===== config.mk =====
export PLATFORM = sky130hd
export DESIGN_NAME = lstm_gate_scheduler
export DESIGN_NICKNAME = d
export VERILOG_FILES = /design/src/rtl/lstm_gate_scheduler.sv
export SDC_FILE = /design/constraint.sdc
export NUM_CORES = 1
export LEC_CHECK = 0
export CORE_UTILIZATION = 49
export DETAILED_ROUTE_END_ITERATION = 16
export PLACE_DENSITY = 0.77
export SLEW_MARGIN = 20
export SYNTH_ARGS = -nofsm -noshare
export SYNTH_HDL_FRONTEND = slang
export SYNTH_SLANG_ARGS = --single-unit

===== constraint.sdc =====
create_clock -name clk -period 1.8 [get_ports clk]
set_clock_uncertainty 0.1 [all_clocks]
set_input_delay 0.36 -clock clk [delete_from_list [all_inputs] [get_ports clk]]
set_output_delay 0.36 -clock clk [all_outputs]
set_load 0.05 [all_outputs]

===== src/rtl/lstm_gate_scheduler.sv =====
// Sequences the shared MAC datapath through the i/f/g/o gates of every hidden unit.
// Optional macro STALL_CNT_EN adds a saturating 16-bit stall/backpressure cycle counter.
module lstm_gate_scheduler #(
    parameter int X_LEN    = 8,
    parameter int H_LEN    = 8,
    parameter int W_ADDR_W = 10,
    parameter int V_ADDR_W = 4
) (
    input  logic                clk,
    input  logic                rst_n,
    input  logic                start,
    input  logic                stall,
    input  logic                out_ready,
    output logic                busy,
    output logic                done,
    output logic                mac_en,
    output logic                mux_mult_sel,
    output logic                mux_acc_sel,
    output logic [W_ADDR_W-1:0] w_addr,
    output logic [V_ADDR_W-1:0] v_addr,
    output logic [1:0]          gate_sel,
    output logic [V_ADDR_W-1:0] unit_idx,
    output logic                gate_valid
`ifdef STALL_CNT_EN
    ,
    output logic [15:0]         stall_cnt
`endif
);

    localparam logic [2:0] S_IDLE  = 3'd0;
    localparam logic [2:0] S_BIAS  = 3'd1;
    localparam logic [2:0] S_MAC_X = 3'd2;
    localparam logic [2:0] S_MAC_H = 3'd3;
    localparam logic [2:0] S_EMIT  = 3'd4;
    localparam logic [2:0] S_DONE  = 3'd5;

    localparam logic [V_ADDR_W-1:0] X_LAST = V_ADDR_W'(X_LEN - 1);
    localparam logic [V_ADDR_W-1:0] H_LAST = V_ADDR_W'(H_LEN - 1);

    logic [2:0]          state_q, state_d;
    logic [W_ADDR_W-1:0] w_addr_q, w_addr_d;
    logic [V_ADDR_W-1:0] v_addr_q, v_addr_d;
    logic [1:0]          gate_q, gate_d;
    logic [V_ADDR_W-1:0] unit_q, unit_d;
    logic                active;

    assign active = (state_q == S_BIAS) || (state_q == S_MAC_X) || (state_q == S_MAC_H);

    always_comb begin
        // NOTE: every next-state signal gets its hold value first, so no path can infer a latch.
        state_d  = state_q;
        w_addr_d = w_addr_q;
        v_addr_d = v_addr_q;
        gate_d   = gate_q;
        unit_d   = unit_q;
        case (state_q)
            S_IDLE: begin
                if (start) begin
                    state_d  = S_BIAS;
                    w_addr_d = '0;
                    v_addr_d = '0;
                    gate_d   = '0;
                    unit_d   = '0;
                end
            end
            S_BIAS: begin
                if (!stall) begin
                    w_addr_d = w_addr_q + W_ADDR_W'(1);
                    v_addr_d = '0;
                    state_d  = S_MAC_X;
                end
            end
            S_MAC_X: begin
                if (!stall) begin
                    w_addr_d = w_addr_q + W_ADDR_W'(1);
                    if (v_addr_q == X_LAST) begin
                        v_addr_d = '0;
                        state_d  = S_MAC_H;
                    end else begin
                        v_addr_d = v_addr_q + V_ADDR_W'(1);
                    end
                end
            end
            S_MAC_H: begin
                if (!stall) begin
                    w_addr_d = w_addr_q + W_ADDR_W'(1);
                    if (v_addr_q == H_LAST) begin
                        v_addr_d = '0;
                        state_d  = S_EMIT;
                    end else begin
                        v_addr_d = v_addr_q + V_ADDR_W'(1);
                    end
                end
            end
            S_EMIT: begin
                if (out_ready) begin
                    if (gate_q != 2'd3) begin
                        gate_d  = gate_q + 2'd1;
                        state_d = S_BIAS;
                    end else begin
                        gate_d = '0;
                        // Last unit keeps its index; the timestep simply ends.
                        if (unit_q == H_LAST) begin
                            state_d = S_DONE;
                        end else begin
                            unit_d  = unit_q + V_ADDR_W'(1);
                            state_d = S_BIAS;
                        end
                    end
                end
            end
            S_DONE:  state_d = S_IDLE;
            default: state_d = S_IDLE;
        endcase
    end

    always_ff @(posedge clk or negedge rst_n) begin
        if (!rst_n) begin
            state_q  <= S_IDLE;
            w_addr_q <= '0;
            v_addr_q <= '0;
            gate_q   <= '0;
            unit_q   <= '0;
        end else begin
            // NOTE: non-blocking updates so every register samples the same pre-edge values.
            state_q  <= state_d;
            w_addr_q <= w_addr_d;
            v_addr_q <= v_addr_d;
            gate_q   <= gate_d;
            unit_q   <= unit_d;
        end
    end

`ifdef STALL_CNT_EN
    logic [15:0] stall_cnt_q, stall_cnt_d;

    always_comb begin
        stall_cnt_d = stall_cnt_q;
        if ((state_q == S_IDLE) && start) begin
            stall_cnt_d = '0;
        end else if (((active && stall) || ((state_q == S_EMIT) && !out_ready)) &&
                     (stall_cnt_q != 16'hFFFF)) begin
            stall_cnt_d = stall_cnt_q + 16'd1;
        end
    end

    always_ff @(posedge clk or negedge rst_n) begin
        if (!rst_n) stall_cnt_q <= '0;
        else        stall_cnt_q <= stall_cnt_d;
    end

    assign stall_cnt = stall_cnt_q;
`endif

    // Everything except the stall gating of mac_en is a decode of registered state.
    assign busy         = active || (state_q == S_EMIT);
    assign done         = (state_q == S_DONE);
    assign mac_en       = active && !stall;
    assign mux_mult_sel = (state_q == S_MAC_H);
    assign mux_acc_sel  = (state_q == S_BIAS);
    assign gate_valid   = (state_q == S_EMIT);
    assign w_addr       = w_addr_q;
    assign v_addr       = v_addr_q;
    assign gate_sel     = gate_q;
    assign unit_idx     = unit_q;

endmodule


Word level (Yosys, flattened, before mapping)
Cells that the tools add are included.

Logic and storage cells: 70. Register bits: 23. Bits of input ports: 5.

Equal/unequal tests: 19. Add/sub/neg operators: 4. Muxes and demuxes: 26. Reduce and logical (&&, ||, !) cells: 16.

Operators with widths (number): 4-bit two-way mux (7); 3-bit two-way mux (9); 10-bit two-way mux (2); 2-bit != test (second input constant) (10); 10-bit case mux with 2 select lines (1); 3-bit case mux with 5 select lines (1); 4-bit case mux with 3 select lines (1); 10-bit by 1-bit adder with 10-bit output (second input constant) (1); 4-bit by 1-bit adder with 4-bit output (second input constant) (2); 4-bit by 3-bit equality test with 1-bit output (second input constant) (2); 4-bit case mux with 2 select lines (1); 7-bit AND reduction (1); 3-bit by 2-bit equality test with 1-bit output (second input constant) (2); 3-bit equality test (second input constant) (2); 2-bit two-way mux (3); 3-bit AND reduction (2); 5-bit AND reduction (1); 2-bit by 1-bit != test with 1-bit output (second input constant) (2); 2-bit case mux with 2 select lines (1); 4-bit AND reduction (1); 2-bit nonzero test (2); 3-bit by 1-bit equality test with 1-bit output (second input constant) (1); 3-bit logical NOT (1); 1-bit logical OR (3); other kinds (6) (6).

Longest topological paths before layout
Gate-level depths: netlist (run 1).

Depth in word-level cells: 5. Depth in mapped cells: 7. Gate-level depth less buffers: 5.

Least setup slack after synthesis (run 1)
Ideal clock, no wire load.

Kind: register to register. Start point: register state_q[2]. End point: register w_addr_q[8] (netlist: w_addr[8]). Arrival: 2.258 ns. Setup slack: -0.707 ns. Library setup time: 0.149 ns. Buffers on the path: 1. Stages on the path, launching flop included: 5. Path through: dfrtp_1 > buf_6 > nor3_1 > nand3_1 > mux2i_1.

Word-level cells in the longest chain between the ends: 4. Elaborated cells on any way between the ends: 10.

Ends and longest elaborated chain: from (decl) (RTL line 40) `logic [2:0] state_q, state_d;`; from (signal assigned) (RTL line 126) `state_q <= state_d;`; 3-bit by 2-bit equality test with 1-bit output / 3-bit by 1-bit equality test with 1-bit output (equally long branches) (RTL line 56) `case (state_q)`; 3-bit OR reduction (no source line); 2-bit != test (no source line) / 2-bit nonzero test (equally long branches); 3-bit AND reduction (no source line); to (signal assigned) (RTL line 127) `w_addr_q <= w_addr_d;`; to (decl) (RTL line 41) `logic [W_ADDR_W-1:0] w_addr_q, w_addr_d;`.

Several ways; a longest one is shown, not always the timed one. A chain may end at the register's enable or synchronous reset.

Final worst setup path (run 1)
Start point: register state_q[2]. End point: output mux_mult_sel.

Word-level cells in the longest chain between the ends: 1.

Ends and longest elaborated chain: 3-bit by 2-bit equality test with 1-bit output (RTL line 159) `assign mux_mult_sel = (state_q == S_MAC_H);`; to (decl) (RTL line 17) `output logic mux_mult_sel,`.

Every way passes these cells.

==> flow_summary.json, run 1 <==
{
  "placed_cell_area_sq_um": 1900,
  "worst_pin_slew_ns": 0.329,
  "fin_tns_setup_ns": -0.147,
  "gp_congestion": 0.900,
  "fin_ws_ns": -0.0486,
  "cts_num_sinks": 23,
  "ys_ff_latch": 23,
  "syn_area_sq_um": 1320,
  "finalCritPeriodShare": 1.03,
  "ioPinCount": 31,
  "synth_top_cell_area_share": 0.437,
  "routedWlPerCell_um": 15.0,
  "synth-edff-count": 0,
  "timing.rr.end": "unit_idx[0]",
  "hpwlAfterDp_um": 2410,
  "cts-buffers-inserted": 3,
  "grt_pass1_vias": 1269,
  "max_freq_mhz": 541,
  "nNetsFinal": 212,
  "antenna_found_initial": 0,
  "setup.worst_path.start": "state_q[2]",
  "rsz0062_at_grt": "true",
  "die_y_um": 53.8,
  "min_period_ns": 1.85,
  "r2r_cells": 6,
  "worstPathArrival_ns": 1.39,
  "setup_viol": 5,
  "fp-row-count": 18,
  "clock_latency_ns": 0.32,
  "status": "complete, but fails checks",
  "vias": 1303,
  "wl_met3_um": 123,
  "syn2layout_area_growth_pct": 57.9,
  "portBuffers": 30,
  "r2r_slack_ns": 0.08,
  "final_util": 0.831,
  "grt_start_max_net_pins": 24,
  "p_per_area_nw_per_um2": 1410,
  "postSynthCellCount": 142,
  "synth_nets": 151,
  "vdd_drop_max_mv": 1.35,
  "required_ns": 1.34,
  "drtAntennaViolNets": 0,
  "gr-total-overflow": 0,
  "synth-seq-area-share": 0.437,
  "drive_above_1_share": 0.416,
  "ys_types": 39,
  "finalInstanceArea_sq_um": 2080,
  "hold_buffers": 0,
  "ys_warn_count": 0,
  "top_layer": "met4",
  "routed_wl_um": 3490,
  "synth_area_per_cell_sq_um": 9.27,
  "grt_util_all_layers": 0.275,
  "final_cell_mix": "39 x buf_4, 17 x dfrtp_1, 15 x nand2_1",
  "yosys-top-cells-area": "dfrtp_1 44%, nand2_1 4.8%, o21ai_0 4.2%, ha_1 3.8%, mux2i_1 3.8%",
  "path_clk_slew_ns": 0.13,
  "final_common_cell": "buf_4",
  "maxCapViolations": 0,
  "diodes": 0,
  "maxSlewHeadroom": 0.780,
  "cts-root-buf": "clkbuf_4",
  "drt-met1-wl_um": 1550,
  "drcViolationCount": 0,
  "grt_pass1_wl_um": 5640,
  "via_per_inst": 5.62,
  "start_kind": "register",
  "synthArstFlopShare": 1.00,
  "hold_violations": 0,
  "start_util": 0.527,
  "die-area_sq_um": 2900,
  "drt_pre_antenna_iters": 4,
  "clockBufferDepth": 2,
  "p_leak_nw": 0.973,
  "final_max_slew_viol_count": 0,
  "synthFlopType": "dfrtp_1",
  "violations": "negative setup slack",
  "endpoint_kind": "output pin",
  "cts_tree": "done",
  "crit_type": "register to output pin",
  "htreeDepth": 1,
  "hp-class": "primary input to async pin",
  "drt_iter0_markers": 27,
  "reg2reg_from": "state_q[2]",
  "coreArea_sq_um": 2500,
  "crit_end": "mux_mult_sel",
  "yosysTopAreaCell": "dfrtp_1",
  "fp.dieW_um": 53.8,
  "worstPathMaxFanout": 3,
  "route.met2.wl_um": 1720
}
cells by family (layout without fill, tap and decap cells):
logic type               after synthesis  count (layout)  share of synthesized area
AND/OR/NAND/NOR                       64              64                      0.260
AO/OA/AOI/OAI                         28              28                      0.132
flip-flops                            23              23                      0.437
buffers and inverters                 11              71                     0.0418
multiplexers                           8               8                     0.0637
adder cells (fa/ha/maj)                4               4                     0.0380
XOR/XNOR                               4               4                     0.0266
where the power goes:
part           switching, mW  total [mW]  internal [mW]
sequential             0.195       0.840          0.644
combinational          0.975        1.83          0.856
clock                  0.163       0.250         0.0870
per-stage QoR:
step	hold slack, ns	power, mW	cells	setup WS, ns
2_1_floorplan	-0.0356	1.78	142	-0.119
3_3_place_gp	0.368	2.48	218	-0.143
3_5_place_dp	0.376	2.51	218	-0.172
4_1_cts	0.278	2.89	230	-0.0390
5_1_grt	0.313	3.09	232	-0.0896
6_report	0.271	2.92	232	-0.0486
sequential cells by signal, indices dropped and copies added (netlist names):
name	count
gate_sel	2
state_q	3
unit_idx	4
v_addr	4
w_addr	10
per-layer routing:
metal | track usage | vias up
met5 | 0 | -
met4 | 0.118 | 0
met3 | 0.0395 | 10
met2 | 0.453 | 33
met1 | 0.358 | 625
li1 | - | 635
cells in the mapped netlist (2+ instances only):
master / n
or2_2: 2
nor2_1: 10
xor2_1: 2
inv_1: 6
and3_1: 2
a31oi_1: 2
nand4_1: 4
nand2b_1: 2
nand3b_1: 2
a21oi_1: 5
mux2i_1: 5
dfrtp_1: 23
xnor2_1: 2
ha_1: 4
mux2_2: 3
o21ai_0: 11
nor3_1: 5
and2_1: 3
nand2_1: 17
a22o_1: 3
buf_2: 2
nand3_1: 10
what timing repair did:
item | CTS | global route
gates resized for setup | 16 | 8
gates cloned | 0 | 0
setup buffers | 8 | 2
endpoints found under the setup margin | 6 | 12
pin swaps | 4 | 3
layout make-up:
type / instances / area [sq um]
clock buffer: 4 / 26.3
fill: 139 / 422
inverter: 6 / 25.0
multi-input combinational: 108 / 767
sequential: 23 / 583
tap: 30 / 37.5
timing repair buffer: 61 / 639
worst max-delay path, stage by stage (launching register included):
cell,delay (ns)
dfrtp_1,0.44
buf_6,0.14
and2b_2,0.21
and2_4,0.14
buf_12,0.12
worst min path at each step:
stage | startpoint | to | slack (ns) | depth (start not counted)
2_1_floorplan | rst_n | gate_sel[0] | -0.04 | 0
3_3_place_gp | w_addr[9] | w_addr[9] | 0.37 | 1
3_5_place_dp | w_addr[9] | w_addr[9] | 0.38 | 1
4_1_cts | rst_n | gate_sel[0] | 0.28 | 2
5_1_grt | rst_n | v_addr[3] | 0.31 | 2
6_report | rst_n | v_addr[3] | 0.27 | 2
(Power assumes the default switching activity.)
==> run 2: changes to the inputs <==
--- a/config.mk
+++ b/config.mk
@@ -7,7 +7,7 @@
 export LEC_CHECK = 0
 export CORE_UTILIZATION = 49
 export DETAILED_ROUTE_END_ITERATION = 16
-export PLACE_DENSITY = 0.77
+export PLACE_DENSITY_LB_ADDON = 0.15
 export SLEW_MARGIN = 20
 export SYNTH_ARGS = -nofsm -noshare
 export SYNTH_HDL_FRONTEND = slang
==> run 2 against run 1 <==
Against the previous run: the run still ends with negative setup slack left; count of clock-buffer cells in the layout did not move; clock power fell by 5%; first-iteration DRC count up 15%; combinational power is 3% higher; sequential share of layout area decreased by 0.091 points; global-route usage down 1.7 points; fmax is 1.4% higher; utilization rose by 0.45 points; wire length grew 6.4%; die area is the same; total power is 1.5% higher; largest cell class unchanged.
==> flow_summary.json, run 2 (synthesized netlist as in run 1, its figures left out) <==
{
  "final_cell_mix": "46 x buf_4, 16 x nand2_1, 16 x dfrtp_1",
  "post-place-cells": 221,
  "final_max_slew_viol_count": 0,
  "portBuffers": 30,
  "p_leak_nw": 0.976,
  "maxCapViolations": 0,
  "gp_congestion": 0.798,
  "cts_tree": "done",
  "worst_pin_slew_ns": 0.319,
  "setup_viol": 1,
  "status": "complete, but fails checks",
  "htreeDepth": 1,
  "grt_pass1_wl_um": 5310,
  "grt_start_max_net_pins": 24,
  "cts-root-buf": "clkbuf_4",
  "worstPathArrival_ns": 1.36,
  "fp-row-count": 18,
  "hold_ws_ns": 0.288,
  "p_switching_mw": 1.36,
  "diodes": 0,
  "vdd_drop_max_mv": 1.49,
  "power_frac_comb": 0.636,
  "fin_ws_ns": -0.0222,
  "drt_pre_antenna_iters": 5,
  "violations": "negative setup slack",
  "clockPowerShare": 0.080,
  "fillCellCount": 141,
  "endpoint_kind": "output pin",
  "max_freq_mhz": 549,
  "die_y_um": 53.8,
  "route.met2.wl_um": 1840,
  "min_period_ns": 1.82,
  "drcViolationCount": 0,
  "hpwlAfterDp_um": 2400,
  "hp-class": "primary input to async pin",
  "hold_buffers": 0,
  "drt-met1-wl_um": 1630,
  "largest_reg_flops": 10,
  "worstPathMaxFanout": 5,
  "via_per_inst": 5.75,
  "cts-buffers-inserted": 3,
  "crit_type": "register to output pin",
  "antenna_found_initial": 0,
  "routed_wl_um": 3710,
  "required_ns": 1.34,
  "routedWlPerCell_um": 15.7,
  "coreArea_sq_um": 2500,
  "start_util": 0.527,
  "p_int_mw": 1.61,
  "die-area_sq_um": 2900,
  "pwr-share-seq": 0.283,
  "clockBufferDepth": 2,
  "hold_violations": 0,
  "grt_util_all_layers": 0.259,
  "nNetsFinal": 216,
  "vias": 1357,
  "cts_num_sinks": 23,
  "swShare": 0.458,
  "final_common_cell": "buf_4",
  "finalCritPeriodShare": 1.01,
  "stdcell_count": 236,
  "fp.dieW_um": 53.8,
  "clock_latency_ns": 0.31,
  "drt_iter0_markers": 31,
  "drtAntennaViolNets": 0,
  "preCtsSetupSlack_ns": -0.157,
  "drive_above_1_share": 0.427,
  "top_layer": "met4",
  "start_kind": "register",
  "syn2layout_area_growth_pct": 58.7,
  "rsz0062_at_grt": "true",
  "ioPinCount": 31,
  "gr-total-overflow": 0,
  "final_util": 0.836,
  "wl_met3_um": 168,
  "grt_pass1_vias": 1173,
  "path_clk_slew_ns": 0.12,
  "maxSlewHeadroom": 0.786,
  "p_per_area_nw_per_um2": 1420
}
run 2: through the flow:
| step | power [mW] | instance area (sq um) | TNS, ns |
|---|---|---|---|
| after global routing | 3.11 | 2090 | -0.309 |
| after detailed placement | 2.52 | 1930 | -0.810 |
| after floorplan | 1.78 | 1360 | -0.160 |
| after CTS | 2.88 | 2040 | -0.0192 |
| final | 2.96 | 2090 | -0.0222 |
| after global placement | 2.48 | 1930 | -0.583 |
run 2: per-layer routing:
| layer | track usage | vias to the layer above |
|---|---|---|
| li1 | - | 641 |
| met1 | 0.345 | 663 |
| met2 | 0.426 | 45 |
| met3 | 0.0339 | 8 |
| met4 | 0.0921 | 0 |
| met5 | 0 | - |
run 2: area by class of cell:
class,instances,area [sq um],share of cell area
multi-input combinational,108,761,0.364
inverter,6,22.5,0.0108
timing repair buffer,65,658,0.315
sequential,23,584,0.280
clock buffer,4,26.3,0.0126
tap,30,37.5,0.0180
run 2: critical path, stage by stage (launching register included):
cell and delay [ns]:
dfrtp_2 0.43, nor2_4 0.06, buf_6 0.13, nor3_2 0.16, buf_4 0.15, buf_12 0.13
run 2: final timing paths:
check | slack (ns) | end | from | cells after the start
max in group asynchronous | 1.05 | unit_idx[1] | rst_n | 2
hold reg to reg | 0.40 | w_addr[9] | w_addr[9] | 1
setup reg to reg | 0.05 | w_addr[0] | state_q[0] | 8
min in group clk | 0.40 | w_addr[9] | w_addr[9] | 1
setup / recovery | -0.02 | mac_en | state_q[0] | 5
hold / removal | 0.29 | v_addr[3] | rst_n | 2
run 2: timing repair:
item                                    CTS  global route
hold endpoints to repair                  0             0
resized for setup                        13             5
gates cloned                              0             0
pin swaps                                 1             5
endpoints found under the setup margin    6             9
setup buffers                             8             3
run 2: power by group through the flow:
stage	sequential (mW)	combinational [mW]	clock, mW
2_1_floorplan	1.14	0.644	0
3_3_place_gp	0.833	1.65	0
3_5_place_dp	0.846	1.68	0
4_1_cts	0.829	1.81	0.248
5_1_grt	0.859	1.99	0.266
6_report	0.839	1.89	0.238
==> run 3: changes to the inputs <==
--- a/config.mk
+++ b/config.mk
@@ -5,6 +5,8 @@
 export SDC_FILE = /design/constraint.sdc
 export NUM_CORES = 1
 export LEC_CHECK = 0
+export CAP_MARGIN = 20
+export CORE_ASPECT_RATIO = 2
 export CORE_UTILIZATION = 49
 export DETAILED_ROUTE_END_ITERATION = 16
 export PLACE_DENSITY_LB_ADDON = 0.15
==> run 3 against run 2 <==
Against the previous run: sequential share of layout area increased by 0.48 points; utilization is 2.6 points lower; sequential power up 2%; the run still ends with negative setup slack left; first-iteration DRC count up 71%; non-clock buffer count down 2; flip-flop and latch count is the same; final area decreased by 1.7%; worst hold slack improved by 0.052 ns.
==> flow_summary.json, run 3 (synthesized netlist as in run 1, its figures left out) <==
{
  "clock_latency_ns": 0.27,
  "nNetsFinal": 214,
  "hp-class": "primary input to async pin",
  "status": "complete, but fails checks",
  "hold_violations": 0,
  "via_per_inst": 5.75,
  "grt_start_max_net_pins": 24,
  "min_period_ns": 1.82,
  "worst_pin_slew_ns": 0.310,
  "max_freq_mhz": 548,
  "fp-row-count": 26,
  "fp.dieW_um": 38.7,
  "clockPowerShare": 0.109,
  "cts_num_sinks": 23,
  "vias": 1335,
  "vdd_drop_max_mv": 1.09,
  "fin_ws_ns": -0.0247,
  "post-place-cells": 216,
  "power_frac_comb": 0.603,
  "drt_pre_antenna_iters": 4,
  "ioPinCount": 31,
  "portBuffers": 30,
  "crit_type": "register to output pin",
  "worstPathArrival_ns": 1.36,
  "diodes": 0,
  "violations": "negative setup slack",
  "die_y_um": 75.3,
  "pwr-share-seq": 0.287,
  "p_per_area_nw_per_um2": 1450,
  "worstPathMaxFanout": 12,
  "path_clk_slew_ns": 0.08,
  "gr-total-overflow": 0,
  "cts_tree": "done",
  "finalCritPeriodShare": 1.01,
  "drt_iter0_markers": 53,
  "final_common_cell": "buf_4",
  "cts-buffers-inserted": 3,
  "critPathSlowestCell": "dfrtp_2",
  "cts-root-buf": "clkbuf_8",
  "cp_slowest_stage_delay_ns": 0.46,
  "syn2layout_area_growth_pct": 56.1,
  "hold_ws_ns": 0.340,
  "cp_cell_sequence": "buf_6 > nor3_2 > buf_4 > buf_12",
  "maxSlewHeadroom": 0.793,
  "gp_congestion": 0.811,
  "fin_tns_setup_ns": -0.0493,
  "setup_viol": 2,
  "start_util": 0.519,
  "coreArea_sq_um": 2540,
  "rsz0062_at_grt": "true",
  "grt_util_all_layers": 0.256,
  "p_switching_mw": 1.34,
  "die-area_sq_um": 2910,
  "routedWlPerCell_um": 15.4,
  "final_util": 0.810,
  "placed_cell_area_sq_um": 1880,
  "fillCellCount": 169,
  "required_ns": 1.34,
  "htreeDepth": 1,
  "largest_reg_flops": 10,
  "cpLargestDelayFamily": "flip-flops",
  "hpwlAfterDp_um": 2460,
  "swShare": 0.450,
  "endpoint_kind": "output pin",
  "antenna_found_initial": 0,
  "p_int_mw": 1.63,
  "crit_cells": 4,
  "stdcell_count": 232,
  "clockBufferDepth": 2,
  "final_cell_mix": "46 x buf_4, 17 x nand2_1, 16 x dfrtp_1",
  "grt_pass1_wl_um": 5220,
  "drcViolationCount": 0,
  "routed_wl_um": 3580,
  "preCtsSetupSlack_ns": -0.210,
  "p_leak_nw": 0.964,
  "drtAntennaViolNets": 0,
  "maxCapViolations": 0,
  "p_total_mw": 2.97,
  "grt_pass1_vias": 1193,
  "path_buf_inv": 3,
  "final_max_slew_viol_count": 0,
  "finalInstanceArea_sq_um": 2050,
  "drive_above_1_share": 0.417,
  "start_kind": "register",
  "r2r_cells": 8
}
-- run 3: final cells by class --
class | count | area, sq um | area share
flip-flops and latches | 23 | 584 | 0.284
well taps | 28 | 35.0 | 0.0171
repair buffers | 63 | 618 | 0.301
multi-input cells | 108 | 749 | 0.365
clock buffers | 4 | 45.0 | 0.0219
inverters | 6 | 22.5 | 0.0110
-- run 3: worst reg2reg max path: stages, from the launching register on --
cell	delay, ns
dfrtp_2	0.45
nor2_4	0.16
buf_6	0.14
nor3_2	0.04
buf_4	0.15
buf_4	0.12
buf_4	0.13
buf_4	0.14
mux2_2	0.25
-- run 3: timing repair --
item,CTS,global route
hold buffers,0,0
hold endpoints to repair,0,0
resized for setup,9,6
pin swaps,2,3
setup endpoints to repair,5,5
buffers inserted,6,6
-- run 3: path summary, 6_finish.rpt --
| kind | start | endpoint | slack [ns] |
|---|---|---|---|
| worst max-delay path | state_q[2] | mac_en | -0.02 |
| worst min-delay path | rst_n | gate_sel[0] | 0.34 |
| worst max register to register | state_q[0] | w_addr[0] | 0.02 |
| worst min register to register | w_addr[9] | w_addr[9] | 0.38 |
| max in group asynchronous | rst_n | v_addr[0] | 1.00 |
| min in group clk | w_addr[9] | w_addr[9] | 0.38 |
-- run 3: metal layers --
layer	up-vias	track usage	routed length, um
met3	8	0.0379	158
li1	637	-	-
met2	42	0.454	1950
met4	0	0.130	92
met1	648	0.282	1380
met5	-	0	0
-- run 3: power by group through the flow --
stage	clock [mW]	combinational, mW	sequential, mW
global placement	0	1.59	0.858
detailed placement	0	1.62	0.860
finish	0.325	1.79	0.853
CTS	0.324	1.72	0.847
global route	0.348	1.89	0.872
floorplan	0	0.644	1.14
